**config.mk**
```make
export PLATFORM = sky130hd
export DESIGN_NAME = alu_issue_seq_flat
export DESIGN_NICKNAME = d
export VERILOG_FILES = /design/src/rtl/alu_issue_seq_pkg.sv /design/src/rtl/alu_issue_seq_if.sv /design/src/rtl/alu_issue_seq_regfile.sv /design/src/rtl/alu_issue_seq.sv /design/src/flat_wrapper.sv
export SDC_FILE = /design/constraint.sdc
export NUM_CORES = 2
export LEC_CHECK = 0
export BUFFER_PORTS_ARGS = -buffer_cell sky130_fd_sc_hd__buf_2
export CAP_MARGIN = 0
export CORE_ASPECT_RATIO = 0.75
export CORE_MARGIN = 4
export CORE_UTILIZATION = 61
export DETAILED_ROUTE_END_ITERATION = 16
export GPL_ROUTABILITY_DRIVEN = 0
export PLACE_DENSITY = 0.81
export SYNTH_ARGS = -nofsm -noshare
export SYNTH_HDL_FRONTEND = slang
export SYNTH_SLANG_ARGS = --single-unit
```
**constraint.sdc**
```tcl
create_clock -name clock -period 10.1 [get_ports clock]
set_input_delay 2.02 -clock clock [delete_from_list [all_inputs] [get_ports clock]]
set_output_delay 2.02 -clock clock [all_outputs]
set_load 0.005 [all_outputs]
```
**src/rtl/alu_issue_seq_pkg.sv**
```systemverilog
// Shared definitions for the ALU issue sequencer: opcodes, instruction
// field layout, FSM state encoding and opcode classification helpers.
package alu_issue_seq_pkg;

  localparam logic [5:0] OP_ADD  = 6'd0;
  localparam logic [5:0] OP_SUB  = 6'd1;
  localparam logic [5:0] OP_SHL  = 6'd2;
  localparam logic [5:0] OP_SHR  = 6'd3;
  localparam logic [5:0] OP_MOV  = 6'd4;
  localparam logic [5:0] OP_LDH  = 6'd5;
  localparam logic [5:0] OP_MOV6 = 6'd6;
  localparam logic [5:0] OP_MOV7 = 6'd7;
  localparam logic [5:0] OP_EQ   = 6'd8;
  localparam logic [5:0] OP_LT   = 6'd9;
  localparam logic [5:0] OP_GT   = 6'd10;
  localparam logic [5:0] OP_NF1  = 6'd11;
  localparam logic [5:0] OP_AND  = 6'd12;
  localparam logic [5:0] OP_F1   = 6'd13;
  localparam logic [5:0] OP_JMP  = 6'd14;
  localparam logic [5:0] OP_JC   = 6'd15;
  localparam logic [5:0] OP_HALT = 6'd63;

  // Instruction word layout
  localparam int OPC_LSB   = 0;
  localparam int OPC_W     = 6;
  localparam int RD_LSB    = 6;
  localparam int RS1_LSB   = 10;
  localparam int RS2_LSB   = 14;
  localparam int REG_IDX_W = 4;
  localparam int HL_BIT    = 18;
  localparam int VAL_LSB   = 32;
  localparam int VAL_W     = 32;

  typedef enum logic [1:0] {FETCH, WAIT, EXEC, HALT} state_t;

  // Opcodes 0-7 write the ALU result back to rd
  function automatic logic op_writes_reg(input logic [5:0] op);
    return op <= OP_MOV7;
  endfunction

  // Opcodes 8-13 shift the flag pair and capture the compare result
  function automatic logic op_is_cmp(input logic [5:0] op);
    return (op >= OP_EQ) && (op <= OP_F1);
  endfunction

  // Anything above the jumps, other than HALT, is undefined
  function automatic logic op_is_illegal(input logic [5:0] op);
    return (op > OP_JC) && (op != OP_HALT);
  endfunction

endpackage

```
**src/rtl/alu_issue_seq_if.sv**
```systemverilog
// Bus bundle between the sequencer, instruction memory and the ALU.
// The master side is the sequencer; the slave side is memory plus ALU.
interface alu_issue_seq_if #(
  parameter int XLEN = 64,
  parameter int PC_W = 16
);
  logic            imem_req;
  logic [PC_W-1:0] imem_addr;
  logic            imem_valid;
  logic [63:0]     imem_data;
  logic [XLEN-1:0] alu_A;
  logic [XLEN-1:0] alu_B;
  logic [XLEN-1:0] alu_reg8;
  logic [31:0]     alu_value;
  logic            alu_highlow;
  logic            alu_F1;
  logic            alu_F2;
  logic [5:0]      alu_instr;
  logic [XLEN-1:0] alu_C;
  logic            alu_F3;
  logic            alu_addrch;
  logic [XLEN-1:0] alu_naddr;

  modport master (
    output imem_req, imem_addr,
    output alu_A, alu_B, alu_reg8, alu_value, alu_highlow, alu_F1, alu_F2, alu_instr,
    input  imem_valid, imem_data,
    input  alu_C, alu_F3, alu_addrch, alu_naddr
  );

  modport slave (
    input  imem_req, imem_addr,
    input  alu_A, alu_B, alu_reg8, alu_value, alu_highlow, alu_F1, alu_F2, alu_instr,
    output imem_valid, imem_data,
    output alu_C, alu_F3, alu_addrch, alu_naddr
  );
endinterface

```
**src/rtl/alu_issue_seq_regfile.sv**
```systemverilog
// Sequencer register file: two combinational read ports, a fixed read of
// register 8 (the ALU jump target), one synchronous write port.
module issue_regfile #(
  parameter int XLEN  = 64,
  parameter int NREGS = 16
) (
  input  logic                     clk,
  input  logic                     rst,
  input  logic                     i_we,
  input  logic [$clog2(NREGS)-1:0] i_wa,
  input  logic [XLEN-1:0]          i_wd,
  input  logic [$clog2(NREGS)-1:0] i_ra1,
  input  logic [$clog2(NREGS)-1:0] i_ra2,
  output logic [XLEN-1:0]          o_rd1,
  output logic [XLEN-1:0]          o_rd2,
  output logic [XLEN-1:0]          o_reg8
);

  logic [XLEN-1:0] r_regs [NREGS];

  // Storage: cleared on reset, single write per cycle otherwise
  always_ff @(posedge clk) begin
    if (rst) begin
      for (int i = 0; i < NREGS; i++) r_regs[i] <= '0;
    end else if (i_we) begin
      r_regs[i_wa] <= i_wd;
    end
  end

  assign o_rd1  = r_regs[i_ra1];
  assign o_rd2  = r_regs[i_ra2];
  assign o_reg8 = r_regs[8];

endmodule

```
**src/rtl/alu_issue_seq.sv**
```systemverilog
// ALU issue sequencer: fetches a 64-bit instruction word, drives the ALU
// for exactly one EXEC cycle, then commits result, flags and next pc.
module alu_issue_seq
  import alu_issue_seq_pkg::*;
#(
  parameter int XLEN  = 64,
  parameter int NREGS = 16,
  parameter int PC_W  = 16
) (
  input  logic             clock,
  input  logic             reset,
  alu_issue_seq_if.master  bus,
  output logic             halted,
  output logic             illegal,
  output logic [PC_W-1:0]  pc_out
);

  state_t                 r_state, w_next;
  logic [PC_W-1:0]        r_pc;
  logic [63:0]            r_ir;
  logic                   r_f1, r_f2, r_halted, r_illegal;
  logic                   w_req, w_exec, w_we;
  logic [5:0]             w_op;
  logic [REG_IDX_W-1:0]   w_rd, w_rs1, w_rs2;
  logic [XLEN-1:0]        w_rd1, w_rd2, w_reg8;
  logic                   w_unused_bits;

  assign w_op  = r_ir[OPC_LSB +: OPC_W];
  assign w_rd  = r_ir[RD_LSB  +: REG_IDX_W];
  assign w_rs1 = r_ir[RS1_LSB +: REG_IDX_W];
  assign w_rs2 = r_ir[RS2_LSB +: REG_IDX_W];
  assign w_we  = w_exec && op_writes_reg(w_op);

  // Reserved instruction bits and the jump target above the pc width are ignored
  assign w_unused_bits = ^{r_ir[31:19], bus.alu_naddr[XLEN-1:PC_W]};

  issue_regfile #(.XLEN(XLEN), .NREGS(NREGS)) u_regfile (
    .clk    (clock),
    .rst    (reset),
    .i_we   (w_we),
    .i_wa   (w_rd),
    .i_wd   (bus.alu_C),
    .i_ra1  (w_rs1),
    .i_ra2  (w_rs2),
    .o_rd1  (w_rd1),
    .o_rd2  (w_rd2),
    .o_reg8 (w_reg8)
  );

  // State register
  always_ff @(posedge clock) begin
    if (reset) r_state <= FETCH;
    else       r_state <= w_next;
  end

  // Next-state and per-state strobes
  always_comb begin
    w_next = r_state;
    w_req  = 1'b0;
    w_exec = 1'b0;
    case (r_state)
      FETCH: begin
        w_req  = 1'b1;
        w_next = WAIT;
      end
      WAIT: begin
        w_req = 1'b1;
        if (bus.imem_valid) w_next = EXEC;
      end
      EXEC: begin
        w_exec = 1'b1;
        if (op_is_illegal(w_op) || (w_op == OP_HALT)) w_next = HALT;
        else                                          w_next = FETCH;
      end
      default: w_next = HALT;
    endcase
  end

  // Instruction latch and commit of flags, pc and sticky status
  always_ff @(posedge clock) begin
    if (reset) begin
      r_pc      <= '0;
      r_ir      <= '0;
      r_f1      <= 1'b0;
      r_f2      <= 1'b0;
      r_halted  <= 1'b0;
      r_illegal <= 1'b0;
    end else begin
      if ((r_state == WAIT) && bus.imem_valid) r_ir <= bus.imem_data;
      if (w_exec) begin
        if (op_is_illegal(w_op)) begin
          r_illegal <= 1'b1;
          r_halted  <= 1'b1;
        end else if (w_op == OP_HALT) begin
          r_halted <= 1'b1;
        end else begin
          if (op_is_cmp(w_op)) begin
            r_f2 <= r_f1;
            r_f1 <= bus.alu_F3;
          end
          if (bus.alu_addrch) r_pc <= bus.alu_naddr[PC_W-1:0];
          else                r_pc <= r_pc + 1'b1;
        end
      end
    end
  end

  // A request is never presented while reset is held, even in FETCH
  assign bus.imem_req  = w_req & ~reset;
  assign bus.imem_addr = r_pc;

  assign bus.alu_A       = w_exec ? w_rd1  : '0;
  assign bus.alu_B       = w_exec ? w_rd2  : '0;
  assign bus.alu_reg8    = w_exec ? w_reg8 : '0;
  assign bus.alu_value   = w_exec ? r_ir[VAL_LSB +: VAL_W] : '0;
  assign bus.alu_highlow = w_exec & r_ir[HL_BIT];
  assign bus.alu_F1      = w_exec & r_f1;
  assign bus.alu_F2      = w_exec & r_f2;
  assign bus.alu_instr   = w_exec ? w_op : '0;

  assign halted  = r_halted;
  assign illegal = r_illegal;
  assign pc_out  = r_pc;

endmodule
```
**src/flat_wrapper.sv**
```systemverilog
// flat-port wrapper written by rule: the top's interface ports become plain ports
module alu_issue_seq_flat import alu_issue_seq_pkg::*;
#(
  parameter int XLEN  = 64,
  parameter int NREGS = 16,
  parameter int PC_W  = 16
)
  (clock, reset, halted, illegal, pc_out, bus_imem_req, bus_imem_addr, bus_alu_A, bus_alu_B, bus_alu_reg8, bus_alu_value, bus_alu_highlow, bus_alu_F1, bus_alu_F2, bus_alu_instr, bus_imem_valid, bus_imem_data, bus_alu_C, bus_alu_F3, bus_alu_addrch, bus_alu_naddr);
  alu_issue_seq_if #(.XLEN(XLEN), .PC_W(PC_W)) bus_i ();
  input  logic clock;
  input  logic reset;
  output logic halted;
  output logic illegal;
  output logic [PC_W-1:0] pc_out;
  output wire logic [$bits(bus_i.imem_req)-1:0] bus_imem_req;
  output wire logic [$bits(bus_i.imem_addr)-1:0] bus_imem_addr;
  output wire logic [$bits(bus_i.alu_A)-1:0] bus_alu_A;
  output wire logic [$bits(bus_i.alu_B)-1:0] bus_alu_B;
  output wire logic [$bits(bus_i.alu_reg8)-1:0] bus_alu_reg8;
  output wire logic [$bits(bus_i.alu_value)-1:0] bus_alu_value;
  output wire logic [$bits(bus_i.alu_highlow)-1:0] bus_alu_highlow;
  output wire logic [$bits(bus_i.alu_F1)-1:0] bus_alu_F1;
  output wire logic [$bits(bus_i.alu_F2)-1:0] bus_alu_F2;
  output wire logic [$bits(bus_i.alu_instr)-1:0] bus_alu_instr;
  input wire logic [$bits(bus_i.imem_valid)-1:0] bus_imem_valid;
  input wire logic [$bits(bus_i.imem_data)-1:0] bus_imem_data;
  input wire logic [$bits(bus_i.alu_C)-1:0] bus_alu_C;
  input wire logic [$bits(bus_i.alu_F3)-1:0] bus_alu_F3;
  input wire logic [$bits(bus_i.alu_addrch)-1:0] bus_alu_addrch;
  input wire logic [$bits(bus_i.alu_naddr)-1:0] bus_alu_naddr;
  assign bus_imem_req = bus_i.imem_req;
  assign bus_imem_addr = bus_i.imem_addr;
  assign bus_alu_A = bus_i.alu_A;
  assign bus_alu_B = bus_i.alu_B;
  assign bus_alu_reg8 = bus_i.alu_reg8;
  assign bus_alu_value = bus_i.alu_value;
  assign bus_alu_highlow = bus_i.alu_highlow;
  assign bus_alu_F1 = bus_i.alu_F1;
  assign bus_alu_F2 = bus_i.alu_F2;
  assign bus_alu_instr = bus_i.alu_instr;
  assign bus_i.imem_valid = bus_imem_valid;
  assign bus_i.imem_data = bus_imem_data;
  assign bus_i.alu_C = bus_alu_C;
  assign bus_i.alu_F3 = bus_alu_F3;
  assign bus_i.alu_addrch = bus_alu_addrch;
  assign bus_i.alu_naddr = bus_alu_naddr;
  alu_issue_seq #(.XLEN(XLEN), .NREGS(NREGS), .PC_W(PC_W)) u_core (.clock(clock), .reset(reset), .bus(bus_i), .halted(halted), .illegal(illegal), .pc_out(pc_out));
endmodule
```
# Word level (Yosys, flattened, before mapping)
# Memory sizes are Yosys's and may differ from the RTL's. A register that Yosys moved wholly into a read port is not among the register bits.
# Index checks and enable logic that the tools add are counted.
[word_totals] regBits=86 ramBits=1024 output_inout_bits=268 word_cells=63 mem_count=1
[mem_list] memory="u_core.u_regfile.r_regs" depth=16 word_bits=64 read_ports=3 rd_clocked_by_memory_dff=2 write_ports=16 line="alu_issue_seq_regfile.sv:19" text="logic [XLEN-1:0] r_regs [NREGS];"
[classes] add_sub_neg=1 magnitude_cmp=4 n_eq_ne=5 mux=25 bitwise_logic=7 reduce_logical=13
[op_table] operator="2-to-1 mux 64 bit" count=4
[op_table] operator="OR reduction 64 bit" count=1
[op_table] operator="2-to-1 mux 32 bit" count=1
[op_table] operator="2-to-1 mux 4 bit" count=5
[op_table] operator="adder 16 x 1 -> 16 bit (second input constant)" count=1
[op_table] operator="2-to-1 mux 16 bit" count=1
[op_table] operator="2-to-1 mux 1 bit" count=10
[op_table] operator="equality test 6 bit (second input constant)" count=1
[op_table] operator=">= comparator 6 x 4 -> 1 bit (second input constant)" count=1
[op_table] operator="> comparator 6 x 4 -> 1 bit (second input constant)" count=1
[op_table] operator="<= comparator 6 x 3 -> 1 bit (second input constant)" count=1
[op_table] operator="<= comparator 6 x 4 -> 1 bit (second input constant)" count=1
[op_table] operator="2-to-1 mux 6 bit" count=1
[op_table] operator="inequality test 6 bit (second input constant)" count=1
[op_table] operator="one-hot mux 2 bit (3 select lines)" count=1
[op_table] operator="AND 1 bit" count=4
[op_table] operator="logical AND 1 bit" count=4
[op_table] operator="2-to-1 mux 2 bit" count=2
[op_table] operator="AND reduction 2 bit" count=2
[op_table] operator="AND reduction 4 bit" count=1
[op_table] operator="inverter 1 bit" count=3
[op_table] operator="AND reduction 3 bit" count=1
[op_table] operator="equality test 2 x 1 -> 1 bit (second input constant)" count=1
[op_table] operator="equality test 2 bit (second input constant)" count=1
[op_table] operator="other kinds (5)" count=5

# Depth between registers and ports, before layout
[depth] word_depth=8 mapped_depth=9 depth_no_buf=5

# Hierarchy
# Synthesis repeated with hierarchy kept, for this count alone.
[hier_totals] hier_cells=3997 hier_area_um2=57676.6
[by_module_without_submodules] mod="issue_regfile" n_inst=1 cells_per_inst=3337 area_per_inst_um2=53000.8 seq_area_each_um2=30749.5
[by_module_without_submodules] mod="alu_issue_seq" n_inst=1 cells_per_inst=660 area_per_inst_um2=4675.7 seq_area_each_um2=1461.4

# Least setup slack after synthesis
# No wires, ideal clock.
[synth_path] path_type="in2reg" from="in reset" to="mem u_core.u_regfile.r_regs[11][0], enable pin" t_arrival_ns=7.226 path_slack_ns=2.300 path_stages=4 n_path_buf=1 cell_sequence="clkbuf_1 -> nor3b_2 -> nand4b_1 -> o21ai_0"
[synth_rtl] element="from (decl)" line="flat_wrapper.sv:11" text="input logic reset;"
[synth_rtl] element="to (decl)" line="alu_issue_seq_regfile.sv:19"

==> impl_metrics.toml <==
[route]
wire_per_inst_microns = 32.8
drc = 0
via_per_inst = 7.08
wirelength_mm = 191
ant_nets = 0
vias = 41300
dr.pass1.iters = 5
drt_iter0_drc = 6808

[global_routing]
grt_pass1_vias = 40700
antenna_found_initial = 21
track_usage_pct = 37.0
grt_pass1_wl_mm = 274
gr-total-overflow = 0
grt_max_degree = 117

[floorplanning]
pin_count = 465
die_area_sq_mm = 0.101
start_util_pct = 61.5
core_area_sq_mm = 0.0953
rows = 98
die_w_microns = 366
die_y_microns = 276

[clocking]
cts.sinks = 1105
cts_root_buf = "clkbuf_16"
clkTransAtPathRegs_ns = 0.06
cts_tree = "yes"
clock_latency_ns = 0.70
cts_hold_buf = 0
post_cts_resized = 0
clockBufferDepth = 3
cts_setup_buffers = 0
cts_made_buffers = 108
h-tree-depth = 3

[critical_path]
r2r_end = "u_core.u_regfile.r_regs[4][38]$_SDFFCE_PN0P_"
crit_type = "flip-flop to output port"
r2r_cells = 6
crit_chain = "buf_4 > and2_2 > buf_4 > a22oi_1 > a22o_1 > a221o_1 > buf_2"
crit_path_frequent_cell = "buf_4"
crit_arrival_ns = 5.23
reg2reg_slack_ns = 5.69
end_kind = "output port"
cp_slowest_cell = "and2_2"
max_stage_delay_ns = 1.14
critPathLaunchType = "flip-flop"
cp_max_fo = 52
reg2reg_from = "u_core.r_state[1]$_SDFFE_PP0P_"
cp_data_required_time_ns = 8.08

[timing]
period_share_pct = 71.8
worst_pin_slew_ns = 1.31
fmax_mhz = 138
skew_ns = 0.0328
finalHoldViolations = 0
fin_setup_tns_ns = 0
grt_setup_unrepaired = "false"
slew_headroom_pct = 12.5
slew_viol_final = 0
setup_viol = 0
period_needed_ns = 7.25

[power]
vdd_drop_max_mv = 0.149
finalPower_mw = 10.2
powerDensity_mw_per_mm2 = 158
leakage_nw = 23.3

[logic_synthesis]
seq_area_frac_synth_pct = 55.2
ys.flop_type = "edfxtp_1"
ys_async_sr_fraction_pct = 0
synthCells = 4322
syn_avg_cell_area_sq_um = 13.6
synth_edf_count = 1024
synthesis.nets = 4520
synth_warnings = 0
synth_area_leader_cell = "edfxtp_1"
ys_ff_latch = 1105
synthesis.area_sq_mm = 0.0586
yosysUniqueCellTypes = 48
synth.area.top_cells = "edfxtp_1 52%, mux4_2 13%, and2_1 12%"
synth_top_area_share_pct = 52.5

[cells_and_area]
drive_gt1_share_pct = 23.1
nets = 4673
final_cells = 5830
area_delta_synth_final_pct = 10.8
final_util_pct = 68.2

[min_path]
hold_end = "u_core.illegal$_SDFFE_PP0P_"
holdPathStages = 2
hp-class = "flip-flop to flip-flop"
min_from = "u_core.illegal$_SDFFE_PP0P_"

[placement]
port_buffers = 403
dp_hpwl_mm = 100
place_inst = 5615

[outcome]
status = "completed"

[flow_run]
drv_cap = 0
==> worst max-delay path: cells and delay by family (launching register included) <==
family | cells | cell delay (ns)
AO/OA/AOI/OAI | 3 | 0.88
buffers and inverters | 3 | 1.55
flip-flops | 1 | 0.89
AND/OR/NAND/NOR | 1 | 1.14
==> report_power, final <==
group | internal, mW | total, mW | switching (mW)
Combinational | 0.349 | 0.900 | 0.551
Sequential | 5.15 | 5.27 | 0.115
Clock | 2.29 | 4.08 | 1.78
==> worst max path at each step <==
stage / slack, ns / startpoint / cells after the start / to
after floorplan: 2.30 / reset / 4 / u_core.u_regfile.r_regs[11][0]$_SDFFCE_PN0P_
final: 2.85 / flip-flop / 7 / bus_alu_B[59]
after CTS: 3.02 / flip-flop / 7 / bus_alu_B[59]
after global routing: 2.93 / u_core.r_state[1]$_SDFFE_PP0P_ / 7 / bus_alu_B[48]
after detailed placement: 3.78 / flip-flop / 7 / bus_alu_B[40]
after global placement: 3.81 / flip-flop / 7 / bus_alu_B[59]
==> cell families after synthesis <==
family / Yosys count / share of synthesized area [%]
fa+ha+maj: 1 / 0.0213
flops: 1105 / 55.2
simple gates: 1583 / 16.2
compound gates: 527 / 6.76
mux: 659 / 18.6
buf+inv: 447 / 3.21
==> routing by layer <==
metal / global-route usage [%] / part of all wire, % / vias to the layer above / routed length, microns
met1: 49.0 / 34 / 20300 / 65600
met4: 18.6 / 5.9 / 8 / 11300
li1: - / - / 16700 / -
met2: 56.7 / 45 / 3540 / 86300
met3: 10.4 / 15 / 730 / 28000
met5: 0 / 0.025 / - / 47
==> synth_stat cells, types with 3 or more instances <==
| cell | n |
|---|---|
| or2_2 | 6 |
| edfxtp_1 | 1024 |
| nand4b_1 | 3 |
| mux4_2 | 345 |
| mux2i_1 | 314 |
| a22o_1 | 60 |
| nand3_1 | 50 |
| buf_2 | 81 |
| a32o_1 | 3 |
| nand2_1 | 154 |
| nor2b_1 | 70 |
| clkbuf_1 | 313 |
| and2_1 | 1130 |
| nor4_1 | 4 |
| buf_1 | 21 |
| o41ai_1 | 3 |
| a211oi_1 | 65 |
| o31ai_1 | 35 |
| o21ai_0 | 62 |
| buf_4 | 26 |
| nand2b_1 | 7 |
| inv_1 | 5 |
| nor3b_2 | 3 |
| nand4_1 | 7 |
| a21oi_1 | 58 |
| nor3_1 | 12 |
| nor4b_1 | 33 |
| a221o_1 | 89 |
| and3_1 | 58 |
| nor2_1 | 37 |
| dfxtp_1 | 81 |
| a31oi_1 | 7 |
| a22oi_1 | 137 |
==> layout make-up <==
| type | instances | area [sq um] |
|---|---|---|
| Clock inverter | 65 | 569 |
| Timing Repair Buffer | 485 | 2720 |
| Multi-Input combinational cell | 2770 | 24700 |
| Fill cell | 6491 | 30300 |
| Inverter | 5 | 18.8 |
| Clock buffer | 137 | 2950 |
| Antenna cell | 13 | 32.5 |
| Sequential cell | 1105 | 32400 |
| Tap cell | 1250 | 1560 |
==> layout by cell type (no fill, tap or decap), drive strengths merged, types with 7 or more instances in the layout <==
cell type / instances
and2: 1131
edfxtp: 1024
buf: 485
mux4: 345
mux2i: 314
nand2: 154
a22oi: 137
clkbuf: 137
a221o: 89
dfxtp: 81
nor2b: 70
a211oi: 65
o21ai: 62
a22o: 60
and3: 58
a21oi: 58
nand3: 50
clkinv: 47
nor2: 37
o31ai: 35
nor4b: 33
diode: 13
nor3: 12
inv: 11
bufinv: 9
nand4: 7
a31oi: 7
nand2b: 7
==> flip-flops by register name, indices dropped and copies added, names as in the netlist, named ones only <==
name                     count
u_core.r_state               2
u_core.r_ir                 51
u_core.u_regfile.r_regs   1024
u_core.bus.imem_addr        16
u_core.halted                1
u_core.illegal               1
u_core.r_f2                  1
u_core.r_f1                  1
==> metrics by stage <==
step                setup slack (ns)  cell area (sq um)  hold WS [ns]
floorplan                       2.30              58600         0.432
global placement                3.81              61400         0.433
detailed placement              3.78              61400         0.436
CTS                             3.02              64900         0.444
global route                    2.93              65000         0.469
finish                          2.85              65000         0.442
Power figures use the tool's default switching activity.
